File: src/rtl/posit_accumulator_if.sv
// Handshake and adder-feedback bundle between a posit_accumulator and its parent.
// The slave modport is the accumulator's view; the master modport is the parent's view.
interface posit_accumulator_if #(
  parameter int N  = 32,
  parameter int LW = 8
);
  logic          start;
  logic [LW-1:0] len;
  logic [N-1:0]  init;
  logic          in_valid;
  logic [N-1:0]  in_data;
  logic          in_ready;
  logic [N-1:0]  add_a;
  logic [N-1:0]  add_b;
  logic [N-1:0]  add_sum;
  logic          out_valid;
  logic [N-1:0]  out_data;
  logic          out_ready;
  logic          busy;
  logic [LW-1:0] beat_cnt;

  modport master (
    output start, len, init, in_valid, in_data, add_sum, out_ready,
    input  in_ready, add_a, add_b, out_valid, out_data, busy, beat_cnt
  );

  modport slave (
    input  start, len, init, in_valid, in_data, add_sum, out_ready,
    output in_ready, add_a, add_b, out_valid, out_data, busy, beat_cnt
  );
endinterface

File: src/rtl/posit_accumulator.sv
// Reduction controller wrapped around an external combinational posit adder.
// Optional sticky-NaR tracking is enabled by defining POSIT_ACC_NAR_STICKY_EN.
module posit_accumulator #(
  parameter int N  = 32,
  parameter int ES = 4,
  parameter int LW = 8
) (
  input  logic                clk,
  input  logic                rst_n,
  posit_accumulator_if.slave  bus
);

  // ES only has to agree with the adder; reject encodings with no room for a regime.
  if (ES > N - 3) begin : g_es_range_check
    $error("posit_accumulator: ES too large for N");
  end

  localparam logic [N-1:0] NAR = {1'b1, {(N-1){1'b0}}};

  typedef enum logic [1:0] {S_IDLE, S_ACC, S_DONE} state_t;

  state_t        r_state;
  logic [N-1:0]  r_acc;
  logic [LW-1:0] r_remaining;
  logic [LW-1:0] r_beat_cnt;
  logic          r_out_valid;
  logic [N-1:0]  r_out_data;

  logic          w_beat;
  logic [N-1:0]  w_next_acc;

  assign w_beat = (r_state == S_ACC) && bus.in_valid;

`ifdef POSIT_ACC_NAR_STICKY_EN
  logic r_nar_seen;
  logic w_nar_hit;

  // Once NaR has been seen the adder output is discarded for the rest of the reduction.
  assign w_nar_hit  = r_nar_seen || (bus.in_data == NAR) || (bus.add_sum == NAR);
  assign w_next_acc = w_nar_hit ? NAR : bus.add_sum;

  always_ff @(posedge clk or negedge rst_n) begin
    if (!rst_n) begin
      r_nar_seen <= 1'b0;
    end else if (r_state == S_IDLE && bus.start) begin
      r_nar_seen <= (bus.init == NAR);
    end else if (w_beat) begin
      r_nar_seen <= w_nar_hit;
    end
  end
`else
  assign w_next_acc = bus.add_sum;
`endif

  // NOTE: all state below uses non-blocking assignments so every register sees
  // pre-edge values of its peers; blocking here would create ordering-dependent logic.
  always_ff @(posedge clk or negedge rst_n) begin
    if (!rst_n) begin
      r_state     <= S_IDLE;
      r_acc       <= '0;
      r_remaining <= '0;
      r_beat_cnt  <= '0;
      r_out_valid <= 1'b0;
      r_out_data  <= '0;
    end else begin
      case (r_state)
        S_IDLE: begin
          if (bus.start) begin
            r_beat_cnt <= '0;
            if (bus.len != '0) begin
              r_acc       <= bus.init;
              r_remaining <= bus.len;
              r_state     <= S_ACC;
            end else begin
              r_out_data  <= bus.init;
              r_out_valid <= 1'b1;
              r_state     <= S_DONE;
            end
          end
        end
        S_ACC: begin
          if (w_beat) begin
            r_acc       <= w_next_acc;
            r_remaining <= r_remaining - LW'(1);
            r_beat_cnt  <= r_beat_cnt + LW'(1);
            if (r_remaining == LW'(1)) begin
              r_out_data  <= w_next_acc;
              r_out_valid <= 1'b1;
              r_state     <= S_DONE;
            end
          end
        end
        S_DONE: begin
          if (bus.out_ready) begin
            r_out_valid <= 1'b0;
            r_state     <= S_IDLE;
          end
        end
        default: r_state <= S_IDLE;
      endcase
    end
  end

  // in_ready and busy decode straight from state so reset clears them without a clock.
  assign bus.in_ready  = (r_state == S_ACC);
  assign bus.busy      = (r_state != S_IDLE);
  assign bus.add_a     = r_acc;
  assign bus.add_b     = bus.in_data;
  assign bus.out_valid = r_out_valid;
  assign bus.out_data  = r_out_data;
  assign bus.beat_cnt  = r_beat_cnt;

endmodule

File: src/flat_wrapper.sv
// flat-port wrapper written by rule: the top's interface ports become plain ports
module posit_accumulator_flat 
#(
  parameter int N  = 32,
  parameter int ES = 4,
  parameter int LW = 8
)
  (clk, rst_n, bus_start, bus_len, bus_init, bus_in_valid, bus_in_data, bus_add_sum, bus_out_ready, bus_in_ready, bus_add_a, bus_add_b, bus_out_valid, bus_out_data, bus_busy, bus_beat_cnt);
  posit_accumulator_if #(.N(N), .LW(LW)) bus_i ();
  input  logic clk;
  input  logic rst_n;
  input wire logic [$bits(bus_i.start)-1:0] bus_start;
  input wire logic [$bits(bus_i.len)-1:0] bus_len;
  input wire logic [$bits(bus_i.init)-1:0] bus_init;
  input wire logic [$bits(bus_i.in_valid)-1:0] bus_in_valid;
  input wire logic [$bits(bus_i.in_data)-1:0] bus_in_data;
  input wire logic [$bits(bus_i.add_sum)-1:0] bus_add_sum;
  input wire logic [$bits(bus_i.out_ready)-1:0] bus_out_ready;
  output wire logic [$bits(bus_i.in_ready)-1:0] bus_in_ready;
  output wire logic [$bits(bus_i.add_a)-1:0] bus_add_a;
  output wire logic [$bits(bus_i.add_b)-1:0] bus_add_b;
  output wire logic [$bits(bus_i.out_valid)-1:0] bus_out_valid;
  output wire logic [$bits(bus_i.out_data)-1:0] bus_out_data;
  output wire logic [$bits(bus_i.busy)-1:0] bus_busy;
  output wire logic [$bits(bus_i.beat_cnt)-1:0] bus_beat_cnt;
  assign bus_i.start = bus_start;
  assign bus_i.len = bus_len;
  assign bus_i.init = bus_init;
  assign bus_i.in_valid = bus_in_valid;
  assign bus_i.in_data = bus_in_data;
  assign bus_i.add_sum = bus_add_sum;
  assign bus_i.out_ready = bus_out_ready;
  assign bus_in_ready = bus_i.in_ready;
  assign bus_add_a = bus_i.add_a;
  assign bus_add_b = bus_i.add_b;
  assign bus_out_valid = bus_i.out_valid;
  assign bus_out_data = bus_i.out_data;
  assign bus_busy = bus_i.busy;
  assign bus_beat_cnt = bus_i.beat_cnt;
  posit_accumulator #(.N(N), .ES(ES), .LW(LW)) u_core (.clk(clk), .rst_n(rst_n), .bus(bus_i));
endmodule
File: config.mk
export PLATFORM = sky130hd
export DESIGN_NAME = posit_accumulator_flat
export DESIGN_NICKNAME = d
export VERILOG_FILES = /design/src/rtl/posit_accumulator_if.sv /design/src/rtl/posit_accumulator.sv /design/src/flat_wrapper.sv
export SDC_FILE = /design/constraint.sdc
export NUM_CORES = 1
export LEC_CHECK = 0
export ABC_AREA = 1
export CAP_MARGIN = 10
export CORE_MARGIN = 2
export CORE_UTILIZATION = 37
export CTS_BUF_LIST = sky130_fd_sc_hd__clkbuf_16
export CTS_CLUSTER_SIZE = 12
export DETAILED_ROUTE_END_ITERATION = 10
export PLACE_DENSITY = 0.83
export SETUP_SLACK_MARGIN = 0.5
export SLEW_MARGIN = 25
export SYNTH_ARGS = -nofsm -noshare
export SYNTH_HDL_FRONTEND = slang
export SYNTH_SLANG_ARGS = --single-unit
export TNS_END_PERCENT = 1
File: constraint.sdc
create_clock -name clk -period 1.4 [get_ports clk]
set_clock_uncertainty 0.05 [all_clocks]
set_input_delay 0.28 -clock clk [delete_from_list [all_inputs] [get_ports clk]]
set_output_delay 0.28 -clock clk [all_outputs]
set_load 0.02 [all_outputs]
# Yosys cells after proc, flatten, opt, wreduce, memory -nomap -nowiden
# Cells that the tools add are included.
[totals] ff_bits=83 output_inout_bits=107
[op_classes] add_sub_neg=2 n_eq_ne=9 mux=28 n_reduce_logical=11
[ops] cell="$mux 32" count=7
[ops] cell="$pmux 32 s2" count=2
[ops] cell="$mux 8" count=5
[ops] cell="$pmux 8 s2" count=2
[ops] cell="$mux 2" count=5
[ops] cell="$add 8x1->8 const B" count=1
[ops] cell="$eq 8x1->1 const B" count=1
[ops] cell="$reduce_and 4->1" count=2
[ops] cell="$reduce_bool 8->1" count=1
[ops] cell="$sub 8x1->8 const B" count=1
[ops] cell="$ne 2x1->1 const B" count=3
[ops] cell="$ne 2x2->1 const B" count=3
[ops] cell="$pmux 2 s3" count=1
[ops] cell="$reduce_and 6->1" count=1
[ops] cell="$mux 1" count=5
[ops] cell="$reduce_and 5->1" count=1
[ops] cell="$reduce_bool 2->1" count=2
[ops] cell="$pmux 1 s3" count=1
[ops] cell="$reduce_and 3->1" count=1
[ops] cell="$reduce_bool 3->1" count=1
[ops] cell="$eq 2x1->1 const B" count=1
[ops] cell="$eq 2x2->1 const B" count=1
[ops] cell="$logic_not 2->1" count=1
[ops] cell="$logic_and 1x1->1" count=1

# Logic depth before layout (Yosys ltp)
[logic_depth] word_depth=4 mapped_depth=10 ltp_nobuf=9

# Worst setup path before layout
# Ideal clock, no wire load.
[synth_timing] path_kind="reg2reg" start="reg u_core.r_remaining[1]" end="reg u_core.r_out_data[0] (netlist: u_core.bus.out_data[0])" setup_time_ns=0.117 arrival_ns=1.275 path_slack_ns=-0.042 path_stages_with_launch=11 path_buffers=1 synth_period_minus_slack_ns=1.442 path_cell_list="dfrtp_1 > inv_1 > ha_1 > nand2_1 > nor2_1 > nand3_1 > nand2_2 > nand2_2 > buf_6 > nand2_1 > nand2_1"
[synth_between] elab_chain_cells=3
[synth_rtl] element="from (decl)" line_no="posit_accumulator.sv:24" source="logic [LW-1:0] r_remaining;"
[synth_rtl] element="from (signal assigned)" line_no="posit_accumulator.sv:72" source="r_remaining <= bus.len;"
[synth_rtl] element="from (signal assigned)" line_no="posit_accumulator.sv:84" source="r_remaining <= r_remaining - LW'(1);"
[synth_rtl] element="$eq 8x1->1" line_no="posit_accumulator.sv:86" source="if (r_remaining == LW'(1)) begin"
[synth_rtl] element="$ne 2x1->1 (no source line)"
[synth_rtl] element="$reduce_and 5->1 (no source line)"
[synth_rtl] element="to (signal assigned)" line_no="posit_accumulator.sv:75" source="r_out_data <= bus.init;"
[synth_rtl] element="to (signal assigned)" line_no="posit_accumulator.sv:87" source="r_out_data <= w_next_acc;"
[synth_rtl] element="to (decl)" line_no="posit_accumulator.sv:27" source="logic [N-1:0] r_out_data;"
# Every way passes these cells.
# A chain may end at the register's enable or synchronous reset.

# Final worst setup path
[layout_timing] start="reg u_core.r_state[1]" end="reg u_core.r_out_data[4] (netlist: u_core.bus.out_data[4])"
[layout_between] elab_chain_cells=4
[layout_rtl] element="from (decl)" line_no="posit_accumulator.sv:22" source="state_t r_state;"
[layout_rtl] element="from (signal assigned)" line_no="posit_accumulator.sv:59" source="r_state <= S_IDLE;"
[layout_rtl] element="from (signal assigned)" line_no="posit_accumulator.sv:73" source="r_state <= S_ACC;"
[layout_rtl] element="from (signal assigned)" line_no="posit_accumulator.sv:77" source="r_state <= S_DONE;"
[layout_rtl] element="$eq 2x1->1" line_no="posit_accumulator.sv:32, posit_accumulator.sv:66"
[layout_rtl] element="$logic_and 1x1->1" line_no="posit_accumulator.sv:32" source="assign w_beat = (r_state == S_ACC) && bus.in_valid;"
[layout_rtl] element="$ne 2x1->1 (no source line)"
[layout_rtl] element="$reduce_and 5->1 (no source line)"
# Several ways; a longest one is shown, not always the timed one.

==> impl_metrics.yaml <==
routing:
  via_count: 4306
  viasPerCell: 4.80
  routedWlPerCell_um: 14.5
  drtPass1Iterations: 5
  drt_wl_total_um: 13000
  ant_nets: 0
  drt_iter0_drc: 204
  drc: 0
timing:
  rsz0062_at_grt: "yes"
  worst_pin_slew_ns: 0.269
  fin_crit_ns: 1.60
  setup_violations: 81
  finalWorstSetupSlack_ns: -0.202
  setup_tns_ns: -8.53
  finalHoldViolations: 16
  maxSlewViolCount: 0
  slew_headroom_pct: 82.1
  fin_crit_sh_pct: 114
  hold_ws_ns: -0.229
  max_freq_mhz: 624
placed_design:
  post-place-ws_ns: -0.491
  gp_congestion: 0.857
  io_buffers: 151
  place_area_um2: 6080
  place_hpwl_um: 8890
status:
  outcome: "finished, violations left"
  violations: "hold timing, setup timing"
grt:
  overflow: 0
  grt_antenna_before_repair: 0
  grt_pass1_wl_um: 20400
  grt_max_degree: 35
  grt.total_usage_pct: 20.0
  grt_pass1_vias: 4214
floorplanning:
  io_pins: 216
  initial_core_util_pct: 38.0
  die_x_um: 113
  core.rowCount: 39
  fp.dieH_um: 113
  dieArea_um2: 12700
  placeableCoreArea_um2: 11500
setup_path:
  rr_worst_depth: 8
  cp-start-kind: "register"
  path_class: "reg -> reg"
  cp.arrival_ns: 1.82
  endpoint_kind: "register"
  cp.required_ns: 1.62
  path_max_fanout: 7
clock_network:
  cts_tree: "yes"
  cts_num_sinks: 83
  cts-htree-levels: 3
  insertion_delay_ns: 0.33
  clk_root_buffer_cell: "clkbuf_16"
  clockBufferDepth: 2
  cts_buffers: 9
  clk_pin_slew_worst_paths_ns: 0.06
synthesis:
  synth_ff_type: "dfrtp_1"
  synth-simple-area-share_pct: 36.4
  synth_compound_area_share_pct: 3.07
  synth_mux_area_share_pct: 0
  syn_inst: 591
  synth_cell_types: 26
  syn_avg_cell_area_um2: 7.37
  synth_xor_area_share_pct: 0.201
  yosysSeqAreaShare_pct: 47.7
  synth_edf_count: 0
  synth_area_leaders: "dfrtp_1 48%, nand2_1 27%, buf_4 7.1%, nand3_1 5.4%, nor2_1 2.2%"
  synth_common_cells: "314 x nand2_1, 83 x dfrtp_1, 47 x nand3_1, 41 x buf_4, 25 x nor2_1"
  yosys.area_share.adder_pct: 0.862
  synthArstFlopShare_pct: 100
  yosysWarnings: 0
  syn-num-nets: 703
  syn-cell-area_um2: 4360
  yosysTopAreaCell: "dfrtp_1"
  synth_top_area_share_pct: 47.7
  yosysMostFrequentCell: "nand2_1"
  ys_ff_latch: 83
  synth_top_family_by_area: "simple AND/OR/NAND/NOR gates"
finish:
  final_nets: 862
  areaGrowthSynthToFinish_pct: 57.2
  design_area_um2: 6850
  n_antenna_cell: 0
  drive_gt1_share_pct: 25.4
  fin_util_pct: 59.7
  fillerInstances: 977
pwr:
  p_per_area_nw_per_um2: 2550
  p_leak_nw: 3.54
  ir_drop_uv: 1270
job:
  cap_violations: 0
worst_hold_path:
  hold_path_class: "in -> async"
state kept, by name, indices dropped and copies added (netlist names):
name / flops
u_core.bus.out_data: 32
u_core.r_state: 2
u_core.bus.beat_cnt: 8
u_core.bus.out_valid: 1
u_core.r_remaining: 8
u_core.bus.add_a: 32
critical path: stages (launching register included):
cell	delay (ns)
dfrtp_2	0.46
nor2_4	0.18
buf_4	0.16
nand3_2	0.10
nand2_4	0.10
buf_12	0.17
clkbuf_16	0.18
nand3_1	0.07
nand2_1	0.06
final timing paths:
kind	slack, ns	start	to
setup / recovery	-0.20	u_core.r_state[1]	u_core.bus.out_data[4]
hold / removal	-0.23	rst_n	u_core.bus.add_a[13]
setup reg to reg	-0.20	u_core.r_state[1]	u_core.bus.out_data[4]
hold reg to reg	0.44	u_core.bus.out_data[17]	u_core.bus.out_data[17]
max in group asynchronous	1.06	rst_n	u_core.bus.add_a[27]
min in group clk	0.44	u_core.bus.out_data[17]	u_core.bus.out_data[17]
per-layer routing:
metal / part of all wire (%) / global-route usage, % / vias to the layer above / routed length (µm)
li1: - / - / 2123 / -
met1: 44 / 25.6 / 2005 / 5660
met2: 48 / 33.9 / 149 / 6210
met3: 6.1 / 4.10 / 29 / 792
met4: 2.5 / 7.15 / 0 / 328
met5: 0 / 0 / - / 0
through the flow:
step	total power [mW]	instances
after floorplan	9.33	591
after global placement	13.1	873
after detailed placement	13.3	873
after CTS	17.0	895
after global routing	18.7	898
final	17.5	898
layout make-up:
class / count / area, µm² / area share, %
clock buffers: 9 / 225 / 3.29
clock inverters: 7 / 116 / 1.70
inverters: 23 / 88.8 / 1.30
multi-input cells: 429 / 2020 / 29.4
flip-flops and latches: 83 / 2080 / 30.3
well taps: 143 / 179 / 2.61
repair buffers: 204 / 2140 / 31.3
timing repair:
| action | in CTS | in global routing |
|---|---|---|
| gates resized for setup | 451 | 52 |
| endpoints found under the setup margin | 158 | 158 |
| endpoints found under the hold margin | 16 | 16 |
| setup buffers | 3 | 1 |
| gates cloned | 3 | 2 |
| pin swaps | 14 | 22 |
cell families (layout without fill, tap and decap cells):
| logic type | count (synthesis) | in the layout |
|---|---|---|
| adders and majority gates | 3 | 3 |
| buffers and inverters | 82 | 243 |
| DFF | 83 | 83 |
| AOI/OAI and AO/OA | 24 | 24 |
| and+or+nand+nor | 398 | 401 |
| xor gates and xnor gates | 1 | 1 |
cells in the final DEF, fill, tap and decap left out, types with 4 or more instances in the layout:
cell type | synthesis | routed
nand2_1 | 314 | 304
nand3_1 | 47 | 36
buf_4 | 41 | 35
buf_6 | 5 | 76
o21ai_0 | 13 | 10
inv_1 | 20 | 19
nand2_8 | 0 | 4
nor2_4 | 1 | 4
dfrtp_1 | 83 | 82
buf_2 | 11 | 6
clkdlybuf4s50_1 | 0 | 75
nand2_2 | 5 | 9
nand3_2 | 0 | 11
nor2_2 | 1 | 4
nor2_1 | 25 | 19
clkbuf_16 | 0 | 10
inv_2 | 3 | 4
buf_12 | 0 | 11
nand2_4 | 0 | 5
o21ai_1 | 3 | 5
report_power, final:
part	total (mW)	switching, mW	internal (mW)
Combinational	10.5	5.88	4.57
Sequential	4.33	0.836	3.49
Clock	2.70	0.955	1.74
Total	17.5	7.67	9.81
Power figures use the tool's default switching activity.
